File: config.mk
export PLATFORM = sky130hd
export DESIGN_NAME = muldiv_seq_unit
export DESIGN_NICKNAME = d
export VERILOG_FILES = /design/src/rtl/muldiv_seq_unit_pkg.sv /design/src/rtl/mdu_div_step.sv /design/src/rtl/muldiv_seq_unit.sv
export SDC_FILE = /design/constraint.sdc
export NUM_CORES = 1
export LEC_CHECK = 0
export CAP_MARGIN = 20
export CORE_MARGIN = 2
export CORE_UTILIZATION = 35
export CTS_CLUSTER_DIAMETER = 50
export DETAILED_ROUTE_END_ITERATION = 12
export PLACE_DENSITY = 0.54
export SKIP_CTS_REPAIR_TIMING = 1
export SLEW_MARGIN = 15
export SYNTH_ARGS = -nofsm -noshare
export SYNTH_HDL_FRONTEND = slang
export SYNTH_SLANG_ARGS = --single-unit
File: constraint.sdc
create_clock -name clk_i -period 6.6 [get_ports clk_i]
set_input_delay 1.32 -clock clk_i [delete_from_list [all_inputs] [get_ports clk_i]]
set_output_delay 1.32 -clock clk_i [all_outputs]
set_load 0.03 [all_outputs]
File: src/rtl/muldiv_seq_unit_pkg.sv
// Shared definitions for the iterative multiply/divide unit: funct3 op codes,
// FSM state encoding and operand-signedness helpers.
package muldiv_seq_unit_pkg;

   localparam logic [2:0] MDU_MUL    = 3'b000;
   localparam logic [2:0] MDU_MULH   = 3'b001;
   localparam logic [2:0] MDU_MULHSU = 3'b010;
   localparam logic [2:0] MDU_MULHU  = 3'b011;
   localparam logic [2:0] MDU_DIV    = 3'b100;
   localparam logic [2:0] MDU_DIVU   = 3'b101;
   localparam logic [2:0] MDU_REM    = 3'b110;
   localparam logic [2:0] MDU_REMU   = 3'b111;

   typedef enum logic [1:0] {
      MDU_S_IDLE = 2'd0,
      MDU_S_MUL  = 2'd1,
      MDU_S_DIV  = 2'd2,
      MDU_S_DONE = 2'd3
   } mdu_state_e;

   // MUL is treated as signed x signed; its low half is sign-agnostic anyway.
   function automatic logic rs1_signed(input logic [2:0] op);
      return op[2] ? ~op[0] : (op != MDU_MULHU);
   endfunction

   function automatic logic rs2_signed(input logic [2:0] op);
      return op[2] ? ~op[0] : ~op[1];
   endfunction

endpackage

File: src/rtl/mdu_div_step.sv
// One restoring-division step: shift in the next dividend bit, try to subtract
// the divisor, keep the difference when it does not go negative.
module mdu_div_step #(
   parameter int XLEN = 32
) (
   input  logic [XLEN-1:0] rem_i,
   input  logic            dividend_bit_i,
   input  logic [XLEN-1:0] divisor_i,
   output logic [XLEN-1:0] rem_o,
   output logic            qbit_o
);

   logic [XLEN:0] shifted;
   logic [XLEN:0] diff;

   assign shifted = {rem_i, dividend_bit_i};
   assign diff    = shifted - {1'b0, divisor_i};
   assign qbit_o  = ~diff[XLEN];
   assign rem_o   = qbit_o ? diff[XLEN-1:0] : shifted[XLEN-1:0];

endmodule

File: src/rtl/muldiv_seq_unit.sv
// Iterative RV32M/RV64M multiply/divide unit with valid/ready result handoff.
// Define MDU_FAST_MUL_EN to replace the shift-add multiply with a one-shot product.
module muldiv_seq_unit
   import muldiv_seq_unit_pkg::*;
#(
   parameter int XLEN  = 32,
   parameter int CNT_W = $clog2(XLEN) + 1
) (
   input  logic            clk_i,
   input  logic            rst_n_i,
   input  logic            valid_i,
   output logic            ready_o,
   input  logic [2:0]      op_i,
   input  logic [XLEN-1:0] rs1_i,
   input  logic [XLEN-1:0] rs2_i,
   input  logic            flush_i,
   output logic            valid_o,
   input  logic            ready_i,
   output logic [XLEN-1:0] result_o,
   output logic            busy_o
);

   // Handshake: a request moves on valid_i & ready_o (IDLE only, no flush_i);
   // a result moves on valid_o & ready_i, and flush_i overrides either side.
   mdu_state_e          state_q, state_d;
   logic [CNT_W-1:0]    cnt_q, cnt_d;
   logic [2*XLEN-1:0]   acc_q, acc_d;
   logic [XLEN-1:0]     opnd_q, opnd_d;
   logic [2:0]          op_q, op_d;
   logic                neg_q, neg_d;
   logic                sa_q, sa_d;
   logic [XLEN-1:0]     result_q, result_d;

   logic                a_neg, b_neg, div_by_zero, div_ovf;
   logic [XLEN-1:0]     a_mag, b_mag;
   logic [XLEN:0]       mul_sum;
   logic [2*XLEN-1:0]   mul_next, mul_fix, div_next;
   logic [XLEN-1:0]     div_rem, quo_fix, rem_fix;
   logic                div_qbit;

   assign a_neg       = rs1_signed(op_i) & rs1_i[XLEN-1];
   assign b_neg       = rs2_signed(op_i) & rs2_i[XLEN-1];
   assign a_mag       = a_neg ? -rs1_i : rs1_i;
   assign b_mag       = b_neg ? -rs2_i : rs2_i;
   assign div_by_zero = (rs2_i == '0);
   assign div_ovf     = ~op_i[0] && (rs1_i == {1'b1, {(XLEN-1){1'b0}}}) && (rs2_i == '1);

   // Multiply: acc holds {partial product, remaining multiplier bits}.
   assign mul_sum  = {1'b0, acc_q[2*XLEN-1:XLEN]} + (acc_q[0] ? {1'b0, opnd_q} : '0);
   assign mul_next = {mul_sum, acc_q[XLEN-1:1]};
   assign mul_fix  = neg_q ? -mul_next : mul_next;

   // Divide: acc holds {partial remainder, dividend bits still to shift in}.
   mdu_div_step #(.XLEN(XLEN)) u_div_step (
      .rem_i          (acc_q[2*XLEN-1:XLEN]),
      .dividend_bit_i (acc_q[XLEN-1]),
      .divisor_i      (opnd_q),
      .rem_o          (div_rem),
      .qbit_o         (div_qbit)
   );
   assign div_next = {div_rem, acc_q[XLEN-2:0], div_qbit};
   assign quo_fix  = neg_q ? -div_next[XLEN-1:0] : div_next[XLEN-1:0];
   assign rem_fix  = sa_q ? -div_next[2*XLEN-1:XLEN] : div_next[2*XLEN-1:XLEN];

`ifdef MDU_FAST_MUL_EN
   logic signed [2*XLEN+1:0] fast_a, fast_b, fast_prod;
   assign fast_a    = {{(XLEN+2){a_neg}}, rs1_i};
   assign fast_b    = {{(XLEN+2){b_neg}}, rs2_i};
   assign fast_prod = fast_a * fast_b;
`endif

   always_comb begin
      state_d  = state_q;
      cnt_d    = cnt_q;
      acc_d    = acc_q;
      opnd_d   = opnd_q;
      op_d     = op_q;
      neg_d    = neg_q;
      sa_d     = sa_q;
      result_d = result_q;
      case (state_q)
         MDU_S_IDLE: begin
            if (valid_i && !flush_i) begin
               op_d  = op_i;
               cnt_d = CNT_W'(XLEN - 1);
               sa_d  = a_neg;
               neg_d = a_neg ^ b_neg;
               if (!op_i[2]) begin
`ifdef MDU_FAST_MUL_EN
                  result_d = (op_i == MDU_MUL) ? fast_prod[XLEN-1:0] : fast_prod[2*XLEN-1:XLEN];
                  state_d  = MDU_S_DONE;
`else
                  opnd_d  = a_mag;
                  acc_d   = {{XLEN{1'b0}}, b_mag};
                  state_d = MDU_S_MUL;
`endif
               end else if (div_by_zero) begin
                  result_d = op_i[1] ? rs1_i : '1;
                  state_d  = MDU_S_DONE;
               end else if (div_ovf) begin
                  result_d = op_i[1] ? '0 : rs1_i;
                  state_d  = MDU_S_DONE;
               end else begin
                  opnd_d  = b_mag;
                  acc_d   = {{XLEN{1'b0}}, a_mag};
                  state_d = MDU_S_DIV;
               end
            end
         end
         MDU_S_MUL: begin
            if (flush_i) begin
               state_d = MDU_S_IDLE;
            end else begin
               acc_d = mul_next;
               if (cnt_q == '0) begin
                  result_d = (op_q == MDU_MUL) ? mul_fix[XLEN-1:0] : mul_fix[2*XLEN-1:XLEN];
                  state_d  = MDU_S_DONE;
               end else begin
                  cnt_d = cnt_q - CNT_W'(1);
               end
            end
         end
         MDU_S_DIV: begin
            if (flush_i) begin
               state_d = MDU_S_IDLE;
            end else begin
               acc_d = div_next;
               if (cnt_q == '0) begin
                  result_d = op_q[1] ? rem_fix : quo_fix;
                  state_d  = MDU_S_DONE;
               end else begin
                  cnt_d = cnt_q - CNT_W'(1);
               end
            end
         end
         MDU_S_DONE: begin
            if (flush_i || ready_i) state_d = MDU_S_IDLE;
         end
         default: state_d = MDU_S_IDLE;
      endcase
   end

   always_ff @(posedge clk_i or negedge rst_n_i) begin
      if (!rst_n_i) begin
         state_q  <= MDU_S_IDLE;
         cnt_q    <= '0;
         acc_q    <= '0;
         opnd_q   <= '0;
         op_q     <= '0;
         neg_q    <= 1'b0;
         sa_q     <= 1'b0;
         result_q <= '0;
      end else begin
         state_q  <= state_d;
         cnt_q    <= cnt_d;
         acc_q    <= acc_d;
         opnd_q   <= opnd_d;
         op_q     <= op_d;
         neg_q    <= neg_d;
         sa_q     <= sa_d;
         result_q <= result_d;
      end
   end

   assign ready_o  = (state_q == MDU_S_IDLE);
   assign valid_o  = (state_q == MDU_S_DONE);
   assign busy_o   = (state_q != MDU_S_IDLE);
   assign result_o = result_q;

endmodule

==> summary.md <==
| Metric | Value |
|---|---|
| Number of violations of the max-capacitance limit | 0 |
| Total number of placement rows | 82 |
| Number of max-slew violations in the final report | 0 |
| Cell leakage power | 7.96 nW |
| Pin count of the biggest net entering global routing | 90 |
| Wire length reported by the detailed router | 88600 um |
| Syn. warnings | 0 |
| Worst-path clk slew | 70 ps |
| Worst min-delay path category | flop to flop |
| Crit-path slowest cell | o31a_1 |
| Headroom to the max-slew limit | 22.4% |
| Number of optimization iterations in the first detailed-route pass | 7 |
| Leftover overflow at the end of global routing | 0 |
| Share of the clock period used by the worst path | 89.9% |
| Max Buffers Root-to-Sink | 2 |
| Switching power total | 0.00725 W |
| DR WL/cell | 27.8 um |
| Clock insertion delay at the later pin of the skew report | 500 ps |
| First-pass GRT wire length | 130000 um |
| Post-synthesis instance total | 2499 |
| Type of element launching the critical path | flop |
| Internal power summed over all cells | 0.00465 W |
| Max Freq | 168 MHz |
| Power share of the sequential group | 15.7% |
| Final setup violation count | 0 |
| Final #Nets | 2654 |
| Core Region | 50000 um2 |
| Sequential cell area | 3530 um2 |
| Die ar. | 52200 um2 |
| Remaining antenna violation count after routing | 0 |
| DRC violations left | 0 |
| Actual slew at the worst max-slew pin | 1160 ps |
| Vertical die dimension | 229 um |
| Sum of negative setup slack | 0 ps |
| Combinational group share of total power | 75.5% |
| Critical path buffers and inverters | 2 |
| Areal power density over the cells | 595 nW/um2 |
| Worst hold margin | 487 ps |
| Num CTS Buffers | 17 |
| Sequential share of the synthesized area | 20.0% |
| Net count after synthesis | 2649 |
| Total via count after detailed routing | 20700 |
| Gpl congestion | 1.07 |
| Top delay family on crit path | compound AO/OA/AOI/OAI gates |
| CTS root buffer | clkbuf_16 |
| Number of top-level design ports | 107 |
| Number of antenna violations at the first check in global routing | 3 |
| Fraction of layout instances using a drive strength above 1 | 5.64% |
| Number of design-rule violations left by the first detailed-router iteration | 2780 |
| X dimension of the die | 229 um |
| Tot GR Track Use | 33.2% |
| Routed vias/inst | 6.48 |
| CTS tree | built |
| Average size of a mapped cell | 7.06 um2 |
| Initial core utilization | 35.3% |
| Async set-reset flop share out of synthesis | 100% |
| Final critical delay including setup and external delays | 5940 ps |
| Setup CP Type | flop to flop |
| IO Port Bufs | 106 |
| Layout-stage area growth over the synthesis result | 13.2% |
| Run status | finished clean |
| Netlist area before placement | 17600 um2 |
| Clock Skew | 15.5 ps |
| Most common library cell in the layout ignoring fill and taps | nand2_1 |
| Arrival time reported for the critical path endpoint | 6320 ps |
| Sw Ratio | 60.9% |
| Via count of the first global-routing pass | 19200 |
| DP HPWL | 69300 um |
| Endpoints failing hold | 0 |
| Relative contribution of the clock network to total power | 8.8% |
| Cell variety after synth | 91 |
| RSZ-0062 raised after global routing | no |
| Area occupied by multi-input gates | 13200 um2 |
| Sink count of the clock tree | 141 |
| Commonest cells after routing, fill and taps aside | nand2_1, o21ai_0, nor2_1 |
| CP required | 6980 ps |
| Element type at the critical path end | flop |
| Count of state elements after synthesis | 141 |
| Highest ir drop seen on vdd | 0.000410 V |
| H-tree Lvls | 4 |
| Fill cell instance count of the final layout | 5337 |
| Slowest stage delay, CP | 520 ps |
| Number of synthesized flops with an enable pin | 0 |
| Primary FF master, synth | dfrtp_1 |
| Series of cell instances along the critical path | inv_1 > ha_1 > fa_1 > nand2b_1 > a21oi_1 > o211ai_1 > a211oi_1 > o31a_1 > buf_4 > nor3_1 > a21oi_1 > ha_1 > nand3_1 > nor3_1 > mux2i_1 > o41ai_1 > xor2_1 > o22ai_1 > o31a_1 |
| Core occupancy in the finished layout | 40.0% |
| Highest net fanout along the worst path | 9 |
[worst register-to-register path, stage by stage (launching register included)]
cell and delay (ps):
dfrtp_1 450, inv_1 150, ha_1 240, fa_1 390, nand2b_1 180, a21oi_1 400, o211ai_1 300, a211oi_1 500
o31a_1 520, buf_4 240, nor3_1 90, a21oi_1 260, ha_1 280, nand3_1 150, nor3_1 250, mux2i_1 230
o41ai_1 500, xor2_1 320, o22ai_1 130, o31a_1 250
[final timing paths]
check | cells after the start | endpoint | slack, ps | startpoint
worst max-delay path | 19 | result_o[14] | 660 | acc_q[31]
worst min-delay path | 2 | op_q[1] | 490 | op_q[1]
worst max register to register | 19 | result_o[14] | 660 | acc_q[31]
worst min register to register | 2 | op_q[1] | 490 | op_q[1]
max in group asynchronous | 2 | acc_q[32] | 4260 | rst_n_i
min in group asynchronous | 1 | acc_q[58] | 830 | rst_n_i
[power by group through the flow]
stage / Sequential [W] / Clock (W) / Combinational (W)
2_1_floorplan: 0.00163 / 0 / 0.00566
3_3_place_gp: 0.00184 / 0 / 0.00862
3_5_place_dp: 0.00184 / 0 / 0.00863
4_1_cts: 0.00183 / 0.00106 / 0.00867
5_1_grt: 0.00190 / 0.00110 / 0.00952
6_report: 0.00187 / 0.00105 / 0.00898
[synth_stat cells, types with 21 or more instances]
| cell type | n | area share, % |
|---|---|---|
| a211oi_1 | 32 | 1.4 |
| a21o_1 | 27 | 1.1 |
| a21oi_1 | 194 | 5.5 |
| a22oi_1 | 49 | 2.1 |
| a31oi_1 | 30 | 1.1 |
| and2_1 | 21 | 0.74 |
| clkbuf_1 | 152 | 3.2 |
| dfrtp_1 | 141 | 20 |
| ha_1 | 76 | 5.4 |
| inv_1 | 77 | 1.6 |
| maj3_1 | 30 | 1.7 |
| mux2i_1 | 43 | 2.4 |
| nand2_1 | 319 | 6.8 |
| nand3_1 | 40 | 1.1 |
| nand4_1 | 28 | 0.99 |
| nor2_1 | 234 | 5.0 |
| nor3_1 | 55 | 1.6 |
| nor4_1 | 47 | 1.7 |
| o211ai_1 | 28 | 1.2 |
| o21ai_0 | 286 | 8.1 |
| o31ai_1 | 34 | 1.4 |
| or3_1 | 51 | 1.8 |
| xnor2_1 | 82 | 4.1 |
| xor2_1 | 91 | 4.5 |
[logic make-up (layout without fill, tap and decap cells)]
kind of cell | after synthesis | after routing | share of synthesized area [%]
AO/OA/AOI/OAI | 851 | 851 | 30.3
buffers and inverters | 260 | 278 | 5.69
XOR/XNOR | 173 | 173 | 8.58
adder cells (fa/ha/maj) | 108 | 108 | 7.32
other | 0 | 1 | 0
AND/OR/NAND/NOR | 909 | 909 | 24.7
multiplexers | 57 | 57 | 3.46
flip-flops | 141 | 141 | 20.0
[registers in the layout, indices dropped and copies added, names as in the netlist]
| register | flops |
|---|---|
| cnt_q | 6 |
| sa_q | 1 |
| result_o | 32 |
| op_q | 3 |
| acc_q | 64 |
| state_q | 2 |
| neg_q | 1 |
| opnd_q | 32 |
[final cells by class]
class                   instances  share of cell area (%)
multi-input cells            2098                    66.0
flip-flops and latches        141                    17.7
repair buffers                164                    7.63
well taps                     672                    4.21
clock buffers                  19                    2.22
inverters                      82                    1.54
clock inverters                13                   0.770
diodes                          1                  0.0125
[per-stage QoR]
step	setup slack [ps]	area, um2	std cells	power, W
after CTS	925	19900	3188	0.0116
after floorplan	1500	17600	2499	0.00729
final	665	20000	3190	0.0119
after detailed placement	564	19400	3156	0.0105
after global placement	266	19300	3155	0.0105
after global routing	415	20000	3189	0.0125
[metal layers]
| metal | GRT usage [%] | wire length [um] | vias up |
|---|---|---|---|
| met5 | 0 | 16 | - |
| met4 | 16.3 | 4520 | 2 |
| met3 | 7.05 | 8570 | 209 |
| met2 | 49.9 | 38200 | 1231 |
| met1 | 45.1 | 37300 | 10000 |
| li1 | - | - | 9184 |
Note: power is estimated with default switching activity, not from simulation.
